==> src/rtl/multi_sync_filter.sv <==
// Multi-channel input conditioner: sync chain, glitch filter, edge strobes per channel.
// Optional saturating rising-edge counters are built when MSF_EDGE_CNT_EN is defined.
module multi_sync_filter #(
  parameter int unsigned N_CH   = 8,
  parameter int unsigned STAGES = 2,
  parameter int unsigned FILT   = 3,
  parameter int unsigned CNT_W  = 16
) (
  input  logic                    clk,
  input  logic                    aresetn,
  input  logic [N_CH-1:0]         i_signal,
  input  logic                    i_cnt_clr,
  output logic [N_CH-1:0]         o_signal,
  output logic [N_CH-1:0]         o_rise,
  output logic [N_CH-1:0]         o_fall,
  output logic                    o_any_rise,
  output logic [N_CH*CNT_W-1:0]   o_count
);

  localparam int unsigned    RunW   = (FILT > 1) ? $clog2(FILT) : 1;
  localparam logic [RunW-1:0] RunMax = RunW'(FILT - 1);

  logic [N_CH-1:0] sync_q [STAGES];
  logic [N_CH-1:0] s;
  logic [RunW-1:0] run_q  [N_CH];
  logic [RunW-1:0] run_d  [N_CH];
  logic [N_CH-1:0] sig_q, sig_d;
  logic [N_CH-1:0] rise_q, rise_d;
  logic [N_CH-1:0] fall_q, fall_d;
  logic            any_rise_q;

  always_ff @(posedge clk or negedge aresetn) begin
    if (!aresetn) begin
      for (int i = 0; i < STAGES; i++) sync_q[i] <= '0;
    end else begin
      sync_q[0] <= i_signal;
      for (int i = 1; i < STAGES; i++) sync_q[i] <= sync_q[i-1];
    end
  end

  assign s = sync_q[STAGES-1];

  // A sample equal to the current output restarts the run, so only FILT
  // consecutive differing samples can flip the output.
  always_comb begin
    sig_d = sig_q;
    for (int k = 0; k < N_CH; k++) begin
      run_d[k] = run_q[k];
      if (s[k] == sig_q[k]) begin
        run_d[k] = '0;
      end else if (run_q[k] == RunMax) begin
        sig_d[k] = s[k];
        run_d[k] = '0;
      end else begin
        run_d[k] = run_q[k] + 1'b1;
      end
    end
    rise_d = sig_d & ~sig_q;
    fall_d = ~sig_d & sig_q;
  end

  always_ff @(posedge clk or negedge aresetn) begin
    if (!aresetn) begin
      for (int k = 0; k < N_CH; k++) run_q[k] <= '0;
      sig_q      <= '0;
      rise_q     <= '0;
      fall_q     <= '0;
      any_rise_q <= 1'b0;
    end else begin
      for (int k = 0; k < N_CH; k++) run_q[k] <= run_d[k];
      sig_q      <= sig_d;
      rise_q     <= rise_d;
      fall_q     <= fall_d;
      any_rise_q <= |rise_d;
    end
  end

  assign o_signal   = sig_q;
  assign o_rise     = rise_q;
  assign o_fall     = fall_q;
  assign o_any_rise = any_rise_q;

`ifdef MSF_EDGE_CNT_EN
  logic [CNT_W-1:0] cnt_q [N_CH];

  // A clear coinciding with a rise keeps that rise as the first count.
  always_ff @(posedge clk or negedge aresetn) begin
    if (!aresetn) begin
      for (int k = 0; k < N_CH; k++) cnt_q[k] <= '0;
    end else begin
      for (int k = 0; k < N_CH; k++) begin
        if (i_cnt_clr) begin
          cnt_q[k] <= CNT_W'(rise_q[k]);
        end else if (rise_q[k] && (cnt_q[k] != '1)) begin
          cnt_q[k] <= cnt_q[k] + 1'b1;
        end
      end
    end
  end

  always_comb begin
    o_count = '0;
    for (int k = 0; k < N_CH; k++) o_count[k*CNT_W +: CNT_W] = cnt_q[k];
  end
`else
  logic unused_cnt_clr;
  assign unused_cnt_clr = i_cnt_clr;
  assign o_count        = '0;
`endif

endmodule

==> config.mk <==
export PLATFORM = sky130hd
export DESIGN_NAME = multi_sync_filter
export DESIGN_NICKNAME = d
export VERILOG_FILES = /design/src/rtl/multi_sync_filter.sv
export SDC_FILE = /design/constraint.sdc
export NUM_CORES = 1
export LEC_CHECK = 0
export CAP_MARGIN = 25
export CORE_MARGIN = 1.5
export CORE_UTILIZATION = 42
export DETAILED_ROUTE_END_ITERATION = 6
export PLACE_DENSITY = 0.84
export SLEW_MARGIN = 5
export SYNTH_ARGS = -nofsm -noshare
export SYNTH_HDL_FRONTEND = slang
export SYNTH_SLANG_ARGS = --single-unit
==> constraint.sdc <==
create_clock -name clk -period 2.7 [get_ports clk]
set_input_delay 0.27 -clock clk [delete_from_list [all_inputs] [get_ports clk]]
set_output_delay 0.27 -clock clk [all_outputs]
set_load 0.05 [all_outputs]
==> results.yml <==
run_status:
  status: "complete, no violations"
cells_and_area:
  n_antenna_cell: 0
  num-fill-cells: 610
  syn_to_final_growth_pct: 5.64
  multi_input_area_um2: 988
  register_area_um2: 1430
  drive_gt1_share_pct: 9.90
  nNetsFinal: 319
drt:
  drc_errors: 0
  ant_nets: 0
  firstDrtPassIters: 4
  wl_per_cell_um: 9.57
  drt_iter0_markers: 52
  viasPerCell: 3.84
  wl_mm: 3.76
  vias: 1509
clock_tree:
  path_clk_slew_ps: 60
  cts_sinks: 57
  cts_buffers: 9
  htree_levels: 3
  root_buffer: "clkbuf_8"
  post-cts-setup-buffers: 0
  cts_tree: "built"
  clock_latency_ps: 320
  cts.path.max_buffers: 2
yosys:
  synthFlopType: "dfrtp_1"
  synth_top_area_share_pct: 48.7
  ys_seq_elements: 57
  async_reset_ff_share_pct: 100
  ys_top_cells_by_area: "dfrtp_1 49%, buf_4 33%, a211oi_1 4.1%"
  synth.largest_area_cell: "dfrtp_1"
  synth_cells: 261
  synth_most_common_cell: "buf_4"
  synth-edff-count: 0
  ys_warn_count: 0
  synth.distinct_cells: 18
  syn_area_um2: 2930
  avgSynthCellArea_um2: 11.2
  yosysSeqAreaShare_pct: 48.7
  synth_common_cells: "128 x buf_4, 57 x dfrtp_1, 16 x a211oi_1"
worst_setup_path:
  crit_path_start: "o_signal[7]"
  critPathKind: "reg2out"
  critPathBufInv: 1
  rr_startpoint: "run_q[11]"
  path_cells: "clkdlybuf4s50_1"
  worstPathRequired_ps: 2430
  worstPathMaxFanout: 5
  start_kind: "register"
  cp_slowest_stage_delay_ps: 840
  reg2reg_slack_ps: 1510
  cp_top_family: "buffers and inverters"
  cp_slowest_cell: "clkdlybuf4s50_1"
  arrival_ps: 1560
  cp-end-kind: "output port"
floorplanning:
  die_w_um: 86.5
  fp-row-count: 30
  start_util_pct: 43.4
  pin_count: 164
  die-area_um2: 7480
  die-height_um: 86.5
  core-area_um2: 6760
sta:
  max_freq_mhz: 545
  finalSetupTns_ps: 0
  hold_violations: 0
  period_needed_ps: 1830
  rsz0062_at_grt: "false"
  tightest_slew_ps: 654
  holdWs_ps: 352
  finalCritPeriodShare_pct: 67.9
  setup_viol: 0
  slew_headroom_pct: 56.4
  fin_skew_ps: 8.02
  drv_slew: 0
global_route:
  gr-total-overflow: 0
  grt_pass1_vias: 1264
  antenna_found_initial: 0
  grt_max_degree: 32
  grt_use_total_pct: 9.84
  grt_pass1_wl_mm: 5.47
power:
  leakagePower_nw: 1.56
  power.total_mw: 3.20
  ir_drop_mv: 0.266
  p_per_area_nw_per_um2: 1030
placed_design:
  port_buffers: 34
  gp_congestion: 0.685
  hpwl_mm: 2.81
worst_hold_path:
  hp-class: "reg2reg"
  hold_start: "sync_q[13]"
run:
  cap_violations: 0
==> layout by cell type (no fill, tap or decap), drive strengths merged, types with 4 or more instances in the layout <==
master	netlist	final
clkdlybuf4s50	0	33
mux2	7	7
conb	1	128
nand2b	12	12
a211oi	16	16
and4bb	8	8
dfrtp	57	57
or2b	4	4
nor2	6	6
nand2	7	7
inv	8	8
clkbuf	0	13
==> metal layers <==
layer,vias to the layer above,part of all wire (%),GRT usage (%)
met5,-,0,0
met4,0,2.1,7.04
met3,6,11,4.19
met2,102,50,15.7
met1,713,38,10.4
li1,688,-,-
==> report_power, final <==
group	internal (mW)	switching [mW]	leakage [nW]
sequential	1.04	0.155	0.728
combinational	0.354	0.895	0.735
clock	0.449	0.302	0.0974
total	1.84	1.35	1.56
==> kinds of logic (layout without fill, tap and decap cells) <==
group | after synthesis | count (layout) | synth area share [%]
AND/OR/NAND/NOR | 42 | 42 | 10.0
multiplexers | 7 | 7 | 2.69
buffers and inverters | 136 | 61 | 33.8
AO/OA/AOI/OAI | 18 | 18 | 4.66
flip-flops | 57 | 57 | 48.7
other | 1 | 128 | 0.128
==> registers in the layout, indices dropped and copies added, names as in the netlist <==
register / flops
s: 8
o_any_rise: 1
o_rise: 8
o_signal: 8
o_fall: 8
sync_q: 8
run_q: 16
==> cell type report <==
type | instances | area share (%)
flip-flops and latches | 57 | 46.1
inverters | 8 | 0.970
clock buffers | 13 | 4.81
repair buffers | 37 | 11.6
well taps | 80 | 3.23
multi-input cells | 195 | 31.9
clock inverters | 3 | 1.29
==> through the flow <==
stage,cell area (µm²),utilization (%),setup slack [ps],std cells
after floorplan,3410,-,1340,388
after detailed placement,2900,42.9,1200,376
after CTS,3090,45.8,845,393
after global routing,3090,45.8,807,393
final,3090,45.8,866,393
after global placement,2900,42.9,1230,376
==> final timing paths <==
kind                               end  cells after the start
hold reg to reg                   s[5]                      0
min in group asynchronous    o_rise[4]                      2
setup / recovery           o_signal[7]                      1
max in group asynchronous         s[2]                      3
setup reg to reg            o_any_rise                      3
hold / removal                    s[5]                      0
==> timing repair <==
item	4_1_cts	5_1_grt
hold buffers	1	0
gates resized for setup	0	0
hold endpoints to repair	29	0
endpoints found under the setup margin	0	0
Power figures use the tool's default switching activity.
